<file path="config.mk">
export PLATFORM = sky130hd
export DESIGN_NAME = alu_sequencer
export DESIGN_NICKNAME = d
export VERILOG_FILES = /design/src/rtl/alu_pkg.sv /design/src/rtl/cmd_fifo.sv /design/src/rtl/alu_sequencer.sv
export SDC_FILE = /design/constraint.sdc
export NUM_CORES = 1
export LEC_CHECK = 0
export CAP_MARGIN = 25
export CORE_MARGIN = 4
export CORE_UTILIZATION = 42
export CTS_CLUSTER_SIZE = 20
export DETAILED_ROUTE_END_ITERATION = 8
export GPL_ROUTABILITY_DRIVEN = 0
export MAX_ROUTING_LAYER = met4
export PLACE_DENSITY = 0.69
export RECOVER_POWER = 50
export SLEW_MARGIN = 40
export SYNTH_ARGS = -nofsm -noshare
export SYNTH_HDL_FRONTEND = slang
export SYNTH_HIERARCHICAL = 1
export SYNTH_SLANG_ARGS = --single-unit
</file>
<file path="constraint.sdc">
create_clock -name clk -period 3.1 [get_ports clk]
set_input_delay 0.62 -clock clk [delete_from_list [all_inputs] [get_ports clk]]
set_output_delay 0.62 -clock clk [all_outputs]
set_load 0.02 [all_outputs]
</file>
<file path="src/rtl/alu_pkg.sv">
// alu_pkg: shared encodings for the ALU sequencer slice.
// States, op codes and one-hot datapath selector constants.
package alu_pkg;

  localparam int ALU_WIDTH = 8;

  typedef enum logic [1:0] {
    ST_OFF   = 2'b00,
    ST_READY = 2'b01,
    ST_RUN   = 2'b10,
    ST_ERR   = 2'b11
  } seqState_t;

  typedef enum logic [2:0] {
    OP_AND  = 3'd0,
    OP_OR   = 3'd1,
    OP_XOR  = 3'd2,
    OP_NOT  = 3'd3,
    OP_ADD  = 3'd4,
    OP_SUB  = 3'd5,
    OP_MULT = 3'd6,
    OP_CLR  = 3'd7
  } aluOp_t;

  localparam logic [2:0] IN_PERSIST = 3'b001;
  localparam logic [2:0] IN_LOAD    = 3'b010;
  localparam logic [2:0] IN_RESET   = 3'b100;

  localparam logic [6:0] OUT_AND  = 7'b0000001;
  localparam logic [6:0] OUT_OR   = 7'b0000010;
  localparam logic [6:0] OUT_XOR  = 7'b0000100;
  localparam logic [6:0] OUT_NOT  = 7'b0001000;
  localparam logic [6:0] OUT_ADD  = 7'b0010000;
  localparam logic [6:0] OUT_SUB  = 7'b0100000;
  localparam logic [6:0] OUT_MULT = 7'b1000000;

  // CLR has no output-mux leg of its own; it rides on AND.
  function automatic logic [6:0] opOutSel(input aluOp_t op);
    logic [6:0] sel;
    sel = OUT_AND;
    unique case (op)
      OP_OR:   sel = OUT_OR;
      OP_XOR:  sel = OUT_XOR;
      OP_NOT:  sel = OUT_NOT;
      OP_ADD:  sel = OUT_ADD;
      OP_SUB:  sel = OUT_SUB;
      OP_MULT: sel = OUT_MULT;
      default: sel = OUT_AND;
    endcase
    return sel;
  endfunction

  function automatic logic [2:0] opInSel(input aluOp_t op);
    return (op == OP_CLR) ? IN_RESET : IN_LOAD;
  endfunction

endpackage

</file>
<file path="src/rtl/cmd_fifo.sv">
// cmd_fifo: small command queue for the ALU sequencer.
// Payload is {op, load, a, b}; flush is synchronous.
module cmd_fifo
  import alu_pkg::*;
#(
  parameter int WIDTH = ALU_WIDTH,
  parameter int DEPTH = 4
) (
  input  logic               clk,
  input  logic               rst_n,
  input  logic               push,
  input  logic               pop,
  input  logic               flush,
  input  logic [2*WIDTH+3:0] wrData,
  output logic [2*WIDTH+3:0] rdData,
  output logic               full,
  output logic               empty
);

  localparam int AW = $clog2(DEPTH);
  localparam logic [AW:0] FULL_CNT = DEPTH[AW:0];

  logic [2*WIDTH+3:0] mem [DEPTH];
  logic [AW-1:0] wrPtr;
  logic [AW-1:0] rdPtr;
  logic [AW:0] count;
  logic doPush;
  logic doPop;

  assign full = (count == FULL_CNT);
  assign empty = (count == '0);
  assign doPush = push && !full;
  assign doPop = pop && !empty;
  assign rdData = mem[rdPtr];

  always_ff @(posedge clk or negedge rst_n) begin
    if (!rst_n) begin
      wrPtr <= '0;
      rdPtr <= '0;
      count <= '0;
    end else if (flush) begin
      wrPtr <= '0;
      rdPtr <= '0;
      count <= '0;
    end else begin
      if (doPush)
        wrPtr <= wrPtr + 1'b1;
      if (doPop)
        rdPtr <= rdPtr + 1'b1;
      if (doPush && !doPop)
        count <= count + 1'b1;
      else if (doPop && !doPush)
        count <= count - 1'b1;
    end
  end

  always_ff @(posedge clk) begin
    if (doPush && !flush)
      mem[wrPtr] <= wrData;
  end

endmodule

</file>
<file path="src/rtl/alu_sequencer.sv">
// alu_sequencer: queues ALU commands and issues them to the
// 8-bit datapath one at a time, capturing each result.
module alu_sequencer
  import alu_pkg::*;
#(
  parameter int WIDTH = ALU_WIDTH,
  parameter int DEPTH = 4,
  parameter int LAT   = 2
) (
  input  logic             clk,
  input  logic             rst,
  input  logic             on,
  input  logic             cmd_valid,
  output logic             cmd_ready,
  input  logic [2:0]       cmd_op,
  input  logic             cmd_load,
  input  logic [WIDTH-1:0] cmd_a,
  input  logic [WIDTH-1:0] cmd_b,
  output logic [2:0]       dp_in_sel,
  output logic [WIDTH-1:0] dp_num1,
  output logic [WIDTH-1:0] dp_num2,
  output logic [6:0]       dp_out_sel,
  input  logic [WIDTH-1:0] dp_result,
  input  logic             dp_overflow,
  output logic             res_valid,
  output logic [WIDTH-1:0] res_data,
  output logic             res_error,
  input  logic             err_ack,
  output logic [1:0]       state,
  output logic [1:0]       next
);

  localparam int CW = (LAT > 1) ? $clog2(LAT) : 1;
  localparam logic [CW-1:0] CNT_INIT = CW'(LAT - 1);

  seqState_t stateQ;
  seqState_t stateD;

  logic fifoPush;
  logic fifoPop;
  logic fifoFlush;
  logic fifoFull;
  logic fifoEmpty;
  logic [2*WIDTH+3:0] fifoWr;
  logic [2*WIDTH+3:0] fifoRd;

  logic [2:0] headOpRaw;
  aluOp_t headOp;
  logic headLoad;
  logic [WIDTH-1:0] headA;
  logic [WIDTH-1:0] headB;

  aluOp_t opQ;
  logic [CW-1:0] cntQ;
  logic [2:0] inSelQ;
  logic [WIDTH-1:0] num1Q;
  logic [WIDTH-1:0] num2Q;
  logic [6:0] outSelQ;
  logic [WIDTH-1:0] accQ;
  logic [WIDTH-1:0] resDataQ;
  logic resValidQ;

  logic startOp;
  logic finishOp;
  logic opFault;
  logic [WIDTH-1:0] capture;

  assign fifoWr = {cmd_op, cmd_load, cmd_a, cmd_b};
  assign {headOpRaw, headLoad, headA, headB} = fifoRd;
  assign headOp = aluOp_t'(headOpRaw);

  assign startOp = (stateQ == ST_READY) && on && !fifoEmpty;
  assign finishOp = (stateQ == ST_RUN) && (cntQ == '0);
  assign opFault = finishOp && (opQ == OP_MULT) && dp_overflow;
  assign capture = (opQ == OP_CLR) ? '0 : dp_result;

  assign fifoPush = cmd_valid && cmd_ready;
  assign fifoPop = startOp;
  assign fifoFlush = (stateQ == ST_READY) && !on;

  cmd_fifo #(
    .WIDTH (WIDTH),
    .DEPTH (DEPTH)
  ) uFifo (
    .clk    (clk),
    .rst_n  (rst),
    .push   (fifoPush),
    .pop    (fifoPop),
    .flush  (fifoFlush),
    .wrData (fifoWr),
    .rdData (fifoRd),
    .full   (fifoFull),
    .empty  (fifoEmpty)
  );

  always_ff @(posedge clk or negedge rst) begin
    if (!rst)
      stateQ <= ST_OFF;
    else
      stateQ <= stateD;
  end

  always_comb begin
    stateD = stateQ;
    unique case (stateQ)
      ST_OFF:
        if (on)
          stateD = ST_READY;
      ST_READY:
        if (!on)
          stateD = ST_OFF;
        else if (!fifoEmpty)
          stateD = ST_RUN;
      ST_RUN:
        if (cntQ == '0)
          stateD = (opQ == OP_MULT && dp_overflow)
                 ? ST_ERR : ST_READY;
      ST_ERR:
        if (err_ack)
          stateD = ST_READY;
      default:
        stateD = ST_OFF;
    endcase
  end

  // Selectors and operands only reach the datapath while running.
  always_comb begin
    cmd_ready = 1'b0;
    dp_in_sel = IN_RESET;
    dp_num1 = '0;
    dp_num2 = '0;
    res_error = 1'b0;
    unique case (stateQ)
      ST_OFF: ;
      ST_READY:
        cmd_ready = on && !fifoFull;
      ST_RUN: begin
        cmd_ready = on && !fifoFull;
        dp_in_sel = inSelQ;
        dp_num1 = num1Q;
        dp_num2 = num2Q;
      end
      ST_ERR: begin
        cmd_ready = on && !fifoFull;
        res_error = 1'b1;
      end
      default: ;
    endcase
  end

  always_ff @(posedge clk or negedge rst) begin
    if (!rst) begin
      opQ <= OP_AND;
      cntQ <= '0;
      inSelQ <= IN_RESET;
      num1Q <= '0;
      num2Q <= '0;
      outSelQ <= OUT_AND;
      accQ <= '0;
      resDataQ <= '0;
      resValidQ <= 1'b0;
    end else begin
      resValidQ <= finishOp;
      if (startOp) begin
        opQ <= headOp;
        cntQ <= CNT_INIT;
        inSelQ <= opInSel(headOp);
        num1Q <= headLoad ? headA : accQ;
        num2Q <= headB;
        outSelQ <= opOutSel(headOp);
      end else if (stateQ == ST_RUN && cntQ != '0) begin
        cntQ <= cntQ - 1'b1;
      end
      // A faulted multiply leaves the chain value untouched.
      if (finishOp) begin
        resDataQ <= capture;
        if (!opFault)
          accQ <= capture;
      end
    end
  end

  assign dp_out_sel = outSelQ;
  assign res_valid = resValidQ;
  assign res_data = resDataQ;
  assign state = stateQ;
  assign next = stateD;

endmodule

</file>
# Yosys cells after proc, flatten, opt, wreduce, memory -nomap -nowiden
# Memories as Yosys holds them, arrays and structs flattened.
# Index checks and enable logic that the tools add are counted.
dict set report classes {
  addsub 5
  n_eq_ne 13
  n_mux 27
  bitwise 2
  reduce_logical 29
}
# operator n
set op_table {}
lappend op_table {{case mux 7 bit (6 select lines)} 1}
lappend op_table {{2-to-1 mux 8 bit} 4}
lappend op_table {{== test 3 bit, second input constant} 7}
lappend op_table {{2-to-1 mux 2 bit} 10}
lappend op_table {{logical AND 1 bit} 15}
lappend op_table {{2-to-1 mux 3 bit} 5}
lappend op_table {{case mux 2 bit (4 select lines)} 1}
lappend op_table {{== test 3 x 2 -> 1 bit, second input constant} 2}
lappend op_table {{logical NOT 1 bit} 6}
lappend op_table {{2-to-1 mux 1 bit} 6}
lappend op_table {{nonzero test 2 bit} 3}
lappend op_table {{adder 2 x 1 -> 2 bit, second input constant} 2}
lappend op_table {{== test 2 bit, second input constant} 2}
lappend op_table {{adder 3 x 1 -> 3 bit, second input constant} 1}
lappend op_table {{== test 3 x 1 -> 1 bit, second input constant} 1}
lappend op_table {{logical NOT 3 bit} 1}
lappend op_table {{nonzero test 3 bit} 1}
lappend op_table {{OR reduction 3 bit} 1}
lappend op_table {{subtractor 3 x 1 -> 3 bit, second input constant} 1}
lappend op_table {{== test 2 x 1 -> 1 bit, second input constant} 1}
lappend op_table {{logical NOT 2 bit} 1}
lappend op_table {{NOT 1 bit} 2}
lappend op_table {{AND reduction 2 bit} 1}
lappend op_table {{subtractor 1 bit, second input constant} 1}
dict set report word_totals {
  reg_bits 56
  ramBits 80
  in_bits 34
  output_inout_bits 41
  elab_cells 90
  n_memories 1
}
# memory words width read_ports rd_ports_with_merged_regs wr line
set mem_list {}
lappend mem_list {uFifo.mem 4 20 1 0 1 cmd_fifo.sv:23} ;# logic [2*WIDTH+3:0] mem [DEPTH];

# Longest topological paths before layout
# Gate-level depths: netlist (run 1).
dict set report logic_depth {
  depth_word 11
  mapped_depth 13
}

# Hierarchy
# Netlist (run 1), hierarchy kept.
# mod n_inst cells_each area_each_um2 seq_area_each_um2
set by_module_without_submodules {}
lappend by_module_without_submodules {cmd_fifo 1 165 3445.8 2577.5}
lappend by_module_without_submodules {alu_sequencer 1 198 2088.3 1203.7}

# Worst setup path before layout (run 1)
# OpenSTA, ideal clock, no wires.
dict set report synth_timing {
  kind {register to register}
  startpoint {register uFifo.count[2]}
  endpoint {memory uFifo/mem[0][0] in the netlist's numbering (enable)}
  setup_ns 0.378
  arrival_time_ns 2.583
  required_time_ns 2.722
  path_slack_ns 0.138
  stages_incl_launch_ff 9
  cell_sequence {dfrtp_1 > buf_4 > or3b_1 > clkinv_2 > nor3b_1 > and2_1 > inv_1 > nor3_2 > and2_1}
}
dict set report synth_via {
  elab_chain_cells 9
}
# item line
set synth_rtl {}
lappend synth_rtl {{start, declared} cmd_fifo.sv:26} ;# logic [AW:0] count;
lappend synth_rtl {{start signal, assigned} cmd_fifo.sv:51} ;# count <= count + 1'b1;
lappend synth_rtl {{start signal, assigned} cmd_fifo.sv:53} ;# count <= count - 1'b1;
lappend synth_rtl {{== test 3 bit} cmd_fifo.sv:30} ;# assign full = (count == FULL_CNT);
lappend synth_rtl {{named net fifoFull} alu_sequencer.sv:42} ;# logic fifoFull;
lappend synth_rtl {{logical NOT 1 bit} {alu_sequencer.sv:136, alu_sequencer.sv:138, alu_sequencer.sv:144}}
lappend synth_rtl {{logical AND 1 bit} {alu_sequencer.sv:136, alu_sequencer.sv:138, alu_sequencer.sv:144}}
lappend synth_rtl {{2-to-1 mux 1 bit} --}
lappend synth_rtl {{named net cmd_ready} alu_sequencer.sv:14} ;# output logic cmd_ready,
lappend synth_rtl {{logical AND 1 bit} alu_sequencer.sv:77} ;# assign fifoPush = cmd_valid && cmd_ready;
lappend synth_rtl {{named net fifoPush} alu_sequencer.sv:39} ;# logic fifoPush;
lappend synth_rtl {{logical AND 1 bit} cmd_fifo.sv:32} ;# assign doPush = push && !full;
lappend synth_rtl {{logical AND 1 bit} cmd_fifo.sv:58} ;# if (doPush && !flush)
lappend synth_rtl {{2-to-1 mux 1 bit} cmd_fifo.sv:58}
lappend synth_rtl {{2-to-1 mux 1 bit (not written as such)} cmd_fifo.sv:59} ;# mem[wrPtr] <= wrData;
lappend synth_rtl {{end, declared} cmd_fifo.sv:23}
# The timed path passes the listed nets, and every way through them passes these cells.

# Final worst setup path (run 1)
dict set report layout_timing {
  startpoint {input on}
  endpoint {register uFifo.count[0]}
}
dict set report layout_via {
  elab_chain_cells 7
  word_cells_on_any_way 16
  cone_classes {mux: 3; reduce/logical: 13}
}
# item line
set layout_rtl {}
lappend layout_rtl {{start, declared} alu_sequencer.sv:12} ;# input logic on,
lappend layout_rtl {{logical AND 1 bit (on tied branches)} --}
lappend layout_rtl {{2-to-1 mux 1 bit / logical AND 1 bit (equally long branches)} --}
lappend layout_rtl {{logical AND 1 bit (on tied branches)} {alu_sequencer.sv:77, cmd_fifo.sv:33}}
lappend layout_rtl {{logical AND 1 bit / logical NOT 1 bit (equally long branches)} {cmd_fifo.sv:32, cmd_fifo.sv:50}}
lappend layout_rtl {{logical AND 1 bit / logical NOT 1 bit (equally long branches)} {cmd_fifo.sv:50, cmd_fifo.sv:52}}
lappend layout_rtl {{2-to-1 mux 3 bit / logical AND 1 bit (equally long branches)} {cmd_fifo.sv:50, cmd_fifo.sv:52}}
lappend layout_rtl {{2-to-1 mux 3 bit / nonzero test 3 bit (equally long branches)} --}
# Parallel ways exist; a longest one is shown, timed or not.
# A chain may end at the register's enable or synchronous reset.

==> summary.txt, run 1 <==
Outcome
  • Failing checks: capacitance limit, slew limit
  • Status: finished, violations left

Setup path
  • CP arrival: around 3.2 ns
  • CP required: ~3.4 ns
  • Worst R2R End: uFifo/count[0]
  • CP delay by family, top: buffers and inverters
  • Crit path cell chain: clkdlybuf4s50_1 > nand4bb_2 > inv_1 > clkbuf_1 > mux2i_1 > a221oi_2 > mux2_1
  • CP Capture Type: register
  • Setup crit start kind: input port
  • FF-to-FF Start: uFifo/count[2]
  • CP bufs+invs: 3
  • Largest stage delay, worst path: between 0.7 and 0.8 ns
  • FF-to-FF setup slack: 0.22 ns
  • Crit-path slowest cell: clkbuf_1
  • Crit Path Class: in2reg
  • Cells on worst reg2reg path: 7
  • Peak fanout along the critical path: 23

Power and ir drop
  • Peak supply drop: between 500 and 600 uV
  • Clock power share: 0.304
  • Switching Share: 0.298
  • Net Switching: between 1.5 and 2 mW
  • PwrDens: between 800 and 900 nW/um^2
  • Pint: ~4.3 mW
  • Seq pwr share: 0.414
  • Comb pwr share: 0.282
  • Lkg Pwr: 2.70 nW

Clock network
  • Clock Sinks: roughly 140
  • Clk_lat worst skew: about 0.4 ns
  • Worst-path clk slew: 0.06 ns
  • CTS Buffer Depth: 2
  • Hold_buf cts: 0
  • Num CTS Buffers: 17
  • Postcts setup bufs: 0
  • Cts repair resizes: 0
  • TritonCTS clock tree: built
  • H-tree depth: 4
  • Clock root cell: clkbuf_16

Yosys
  • Synthesized area per cell: approximately 15 um^2
  • Async SR Flop Fraction: 0.407
  • Share of synthesized area spent on multiplexers: 0.104
  • Synthesized flop and latch total: about 140
  • Post-synthesis simple-gate area fraction: 0.0954
  • Post-Synth Adder-Cell Area: 0.0127
  • Warning count from the yosys run: 6
  • Main combinational cell family by area after synthesis: multiplexers
  • Synthesized area: approximately 5500 um^2
  • XOR/XNOR Fraction of Synth Area: 0.00317
  • Net count after synthesis: about 400
  • Sequential area share after synthesis: 0.683
  • Netlist cell types: 50
  • Compound-gate portion of the synthesized area: 0.0714
  • Top-area cell type share of the netlist area: 0.434
  • Area leader, netlist: edfxtp_1
  • Number of enable flip-flop cells after synthesis: 80
  • Largest cells by area after synthesis: edfxtp_1 43%, dfrtp_1 24%, mux4_2 8.1%
  • Count leader, synth: edfxtp_1
  • Mapped Cells: 363
  • Top FF cell, synth: edfxtp_1
  • Top cells by count, synth: 80 x edfxtp_1, 53 x dfrtp_1, 48 x nand2_1

Die
  • Core area: around 13000 um^2
  • # IOs: between 70 and 80
  • Starting Density: 0.433
  • Std-Cell Rows: slightly above 40
  • Die area: roughly 15000 um^2
  • Die width: approximately 120 um
  • Die height: 123 um

GRT
  • Total gr overflow: 0
  • Antenna violations before repair: 0
  • Global-route wire length before repair: roughly 18000 um
  • Tot GR Track Use: 0.167
  • Vias in the first global route: between 3000 and 4000
  • Largest net degree at the start of global routing: 30

Detailed routing
  • Vias: between 3000 and 4000
  • Post-route ant nets: 0
  • Drt total wl: 11300 um
  • DRT Pass-1 Iters: 4
  • Post-route DRC: 0
  • Via density: 5.11
  • Initial DRC count: approximately 190
  • Avg WL per Cell: approximately 18 um

Job
  • Max cap viols: 1

Timing
  • FMAX: ~350 MHz
  • Fin crit period: about 2.9 ns
  • Measured slew at the worst slew-check pin: approximately 1.5 ns
  • Hold slack: 0.332 ns
  • Final Hold Fails: 0
  • Setup Viol. Count Final: 0
  • Headroom to the max-slew limit: -0.0283
  • Clk_skew: about 0.0052 ns
  • Final period utilization: 0.933
  • Slew Limit Fails: 30
  • Final TNS setup: 0 ns
  • RSZ-0062 raised after global routing: no

Finish
  • Layout area overhead: 27.8%
  • Diodes inserted: 0
  • FILL cells: between 1000 and 1500
  • Nets: between 400 and 500
  • Share of cells above drive strength 1: 0.170

Min path
  • Hold Path Class: in2async

Place
  • HPWL Detailed: about 7500 um
  • I/O Buffers: 73
sequential cells by signal, indices dropped and copies added (netlist names):
| register | flops |
|---|---|
| uFifo/count | 3 |
| uFifo/rdPtr | 2 |
| res_valid | 1 |
| accQ | 8 |
| dp_out_sel | 7 |
| cntQ | 1 |
| num1Q | 8 |
| state | 2 |
| res_data | 8 |
| num2Q | 8 |
| opQ | 3 |
| uFifo/mem | 80 |
| inSelQ | 2 |
| uFifo/wrPtr | 2 |
cell type report:
cell class,count,area (um^2),area share
Sequential cell,135,3780,0.535
Clock buffer,20,437,0.0617
Clock inverter,12,113,0.0159
Timing Repair Buffer,92,902,0.128
Tap cell,172,215,0.0304
Inverter,12,46.3,0.00655
Multi-Input combinational cell,195,1580,0.223
power by group through the flow:
stage	sequential (mW)	combinational (mW)	clock, mW
after floorplan	2.62	1.02	0
after global placement	2.56	1.72	0
after detailed placement	2.58	1.75	0
after CTS	2.55	1.76	1.89
after global routing	2.59	1.90	1.99
final	2.53	1.73	1.86
worst register-to-register path: stages (launching register included):
cell,delay (ns)
dfrtp_1,0.51
nor3_1,0.10
nand4bb_2,0.30
inv_1,0.11
clkbuf_1,0.77
mux2i_1,0.22
a221oi_2,0.38
mux2_1,0.37
routing by layer:
metal,up-vias,track usage,wire length [um],share of wire
met3,10,0.0419,642,0.057
met4,0,0.0504,92,0.0082
li1,1524,-,-,-
met2,94,0.257,5480,0.49
met5,-,-,0,0
met1,1633,0.221,5040,0.45
cells by family after synthesis:
group,Yosys count
flip-flops,135
adder cells (fa/ha/maj),5
other,1
AO/OA/AOI/OAI,49
XOR/XNOR,2
AND/OR/NAND/NOR,106
buffers and inverters,33
multiplexers,32
worst max path at each step:
stage,depth (start not counted),start,to
3_3_place_gp,9,on,uFifo/count[2]
4_1_cts,6,uFifo/count[1],next[1]
5_1_grt,7,uFifo/count[2],uFifo/count[1]
2_1_floorplan,8,uFifo/count[2],uFifo/mem[0][0]
6_report,7,on,uFifo/count[0]
3_5_place_dp,9,on,uFifo/count[2]
through the flow:
step | worst slack, ns | total power, mW | std cells | utilization | cell area, um^2
floorplan | 0.138 | 3.64 | 363 | - | 5530
global placement | 0.257 | 4.28 | 606 | 0.513 | 6550
CTS | 0.239 | 6.21 | 638 | 0.556 | 7100
global route | 0.0798 | 6.48 | 638 | 0.554 | 7070
detailed placement | 0.154 | 4.33 | 606 | 0.513 | 6550
finish | 0.207 | 6.12 | 638 | 0.554 | 7070
cells in the final DEF (no fill, tap or decap), drive strengths merged, types with 2 or more instances in the layout:
| cell type | count |
|---|---|
| nand2 | 48 |
| a32o | 8 |
| mux4 | 20 |
| buf | 15 |
| ha | 4 |
| clkdlybuf4s50 | 52 |
| nand3b | 2 |
| o21ai | 14 |
| or3b | 2 |
| dlygate4sd3 | 20 |
| nor3b | 2 |
| dfstp | 2 |
| o41ai | 3 |
| nor3 | 3 |
| clkinv | 9 |
| and2 | 23 |
| o31ai | 2 |
| bufinv | 2 |
| nor2 | 15 |
| nand3 | 3 |
| nand2b | 2 |
| xor2 | 2 |
| a31oi | 2 |
| clkbuf | 25 |
| nand4 | 2 |
| clkinvlp | 2 |
| a21oi | 4 |
| dfrtp | 53 |
| mux2 | 2 |
| a22o | 9 |
| inv | 11 |
| edfxtp | 80 |
| mux2i | 10 |
Power figures use the tool's default switching activity.
==> run 2: changes to the inputs <==
--- a/config.mk
+++ b/config.mk
@@ -6,13 +6,14 @@
 export NUM_CORES = 1
 export LEC_CHECK = 0
 export CAP_MARGIN = 25
+export CORE_ASPECT_RATIO = 1.75
 export CORE_MARGIN = 4
-export CORE_UTILIZATION = 42
+export CORE_UTILIZATION = 45
 export CTS_CLUSTER_SIZE = 20
 export DETAILED_ROUTE_END_ITERATION = 8
 export GPL_ROUTABILITY_DRIVEN = 0
 export MAX_ROUTING_LAYER = met4
-export PLACE_DENSITY = 0.69
+export PLACE_DENSITY = 0.72
 export RECOVER_POWER = 50
 export SLEW_MARGIN = 40
 export SYNTH_ARGS = -nofsm -noshare
==> summary.txt, run 2 (same netlist as run 1, synthesis figures left out) <==
Timing
  • Final TNS setup: 0 ns (unchanged)
  • Final Hold Fails: 0 (unchanged)
  • Slew Limit Fails: 0 (-100%)
  • RSZ-0062 raised after global routing: no
  • Setup Viol. Count Final: 0 (unchanged)
  • Headroom to the max-slew limit: 0.0505 (+0.0788)
  • FMAX: 344 MHz (-0.47%)
  • Final worst setup slack: 0.193 ns (-0.0137 ns)
  • Measured slew at the worst slew-check pin: 1.42 ns (-0.118 ns)
  • Fin crit period: 2.91 ns (+0.0137 ns)
  • Final period utilization: 0.938 (+0.00441)
  • Clk_skew: 0.00761 ns (+0.00239 ns)

Die
  • Die width: 91.8 um (-25%)
  • Die height: 155 um (+26%)
  • Core area: 12000 um^2 (-6.0%)
  • # IOs: 75 (unchanged)
  • Die area: 14200 um^2 (-5.8%)
  • Std-Cell Rows: 53 (+29%)
  • Starting Density: 0.461 (+0.0278)

Setup path
  • CP Capture Type: output port
  • FF-to-FF Start: uFifo/count[2]
  • CP arrival: 2.29 ns (-0.89 ns)
  • CP startpoint: on
  • Crit path to: next[1]
  • FF-to-FF setup slack: 0.30 ns (+0.08 ns)
  • Crit Path Class: in2out
  • Setup crit start kind: input port
  • CP required: 2.48 ns (-0.90 ns)
  • Cells on worst reg2reg path: 10 (+3)
  • Worst R2R End: uFifo/count[2]
  • Peak fanout along the critical path: 4 (-83%)

Power and ir drop
  • Comb pwr share: 0.268 (-0.014)
  • Power, Total: 6.38 mW (+4.3%)
  • Switching Share: 0.295 (-0.00342)
  • PwrDens: 891 nW/um^2 (+2.9%)
  • Lkg Pwr: 2.75 nW (+2.1%)
  • Pint: 4.50 mW (+4.8%)
  • Clock power share: 0.333 (+0.029)
  • Net Switching: 1.88 mW (+3.1%)
  • Seq pwr share: 0.399 (-0.015)
  • Peak supply drop: 471 uV (-7.4%)

Detailed routing
  • Post-route ant nets: 0 (unchanged)
  • Via density: 5.16 (+1.0%)
  • Post-route DRC: 0 (unchanged)
  • Drt total wl: 11300 um (+0.57%)
  • DRT Pass-1 Iters: 4 (unchanged)
  • Vias: 3247 (-0.43%)
  • Avg WL per Cell: 18.0 um (+2.0%)
  • Initial DRC count: 163 (-14%)

Outcome
  • Status: complete, no violations

Finish
  • Final Util: 0.597 (+0.0435)
  • Largest register by flop count: uFifo/mem
  • Final Cell Area: 7170 um^2 (+1.3%)
  • Reg area: 3780 um^2 (unchanged)
  • Max FFs per register: 80 (unchanged)
  • Layout area overhead: 29.5%
  • FILL cells: 921 (-9.0%)
  • Diodes inserted: 0 (unchanged)
  • Multi-input gate area: 1590 um^2 (+0.63%)
  • Commonest cells after routing, fill and taps aside: 80 x edfxtp_1, 53 x dfrtp_1, 51 x clkdlybuf4s50_1, 48 x nand2_1, 22 x and2_1
  • Commonest non-fill, non-tap cell in the layout: edfxtp_1
  • Nets: 490 (-0.41%)
  • Share of cells above drive strength 1: 0.181 (+0.0115)

Clock network
  • TritonCTS clock tree: built
  • H-tree depth: 4 (unchanged)
  • Num CTS Buffers: 17 (unchanged)
  • CTS Buffer Depth: 2 (unchanged)
  • Postcts setup bufs: 0 (unchanged)
  • Clk_lat worst skew: 0.41 ns (about the same)
  • Clock Sinks: 135 (unchanged)
  • Clock root cell: clkbuf_16
  • Cts repair resizes: 0 (unchanged)
  • Worst-path clk slew: 0.06 ns (about the same)
  • Hold_buf cts: 0 (unchanged)

Place
  • HPWL Detailed: 7690 um (+2.9%)
  • Setup WS pre-CTS: 0.222 ns (+0.0681 ns)
  • Post-DP Area: 6530 um^2 (-0.44%)
  • I/O Buffers: 73 (unchanged)

Job
  • Max cap viols: 0 (-1)

GRT
  • Global-route wire length before repair: 18400 um (+1.7%)
  • Tot GR Track Use: 0.177 (+0.0102)
  • Vias in the first global route: 3419 (+2.9%)
  • Largest net degree at the start of global routing: 56 (+87%)
  • Antenna violations before repair: 0 (unchanged)
  • Total gr overflow: 0 (unchanged)

Min path
  • Hold Path Class: reg2reg
## run 2: cell types whose count changed in the layout (fill, tap and decap cells not counted), sizes merged
cell,delta
clkinv,-5
inv,+2
bufinv,-1
dlygate4sd3,+1
clkbuf,+4
clkinvlp,-2
clkdlybuf4s50,-1
## run 2: final cells by class
type | instances | area share
timing repair buffer | 90 | 0.125
inverter | 12 | 0.00646
clock inverter | 6 | 0.00943
multi-input combinational | 195 | 0.222
clock buffer | 26 | 0.0815
tap | 165 | 0.0288
sequential | 135 | 0.528
## run 2: per-stage QoR
step	std cells	hold slack (ns)
final	629	0.472
after global routing	629	0.495
after detailed placement	597	0.454
after CTS	629	0.365
after floorplan	363	0.324
after global placement	597	0.453
## run 2: how the worst min path moves through the flow
stage | start | to | cells past startpoint
2_1_floorplan | rst | accQ[0] | 0
3_3_place_gp | num2Q[3] | num2Q[3] | 2
3_5_place_dp | num2Q[4] | num2Q[4] | 2
4_1_cts | rst | inSelQ[1] | 2
5_1_grt | dp_out_sel[6] | dp_out_sel[6] | 2
6_report | num2Q[1] | num2Q[1] | 2
## run 2: layer usage
metal / global-route usage / share of wire
met4: 0.0673 / 0.018
met5: - / 0
met3: 0.0443 / 0.043
met2: 0.304 / 0.55
met1: 0.199 / 0.39
## run 2: power by group through the flow
stage	logic, mW	clock network, mW	registers, mW
after floorplan	1.02	0	2.62
after global placement	1.69	0	2.56
after detailed placement	1.74	0	2.57
after CTS	1.75	2.17	2.55
after global routing	1.87	2.23	2.60
final	1.71	2.13	2.54
## run 2: worst max-delay path: stages
cell and delay, ns:
dlygate4sd3_1 0.60, nand4bb_1 0.18, o21ai_0 0.12, a22o_1 0.16, clkdlybuf4s50_1 0.60
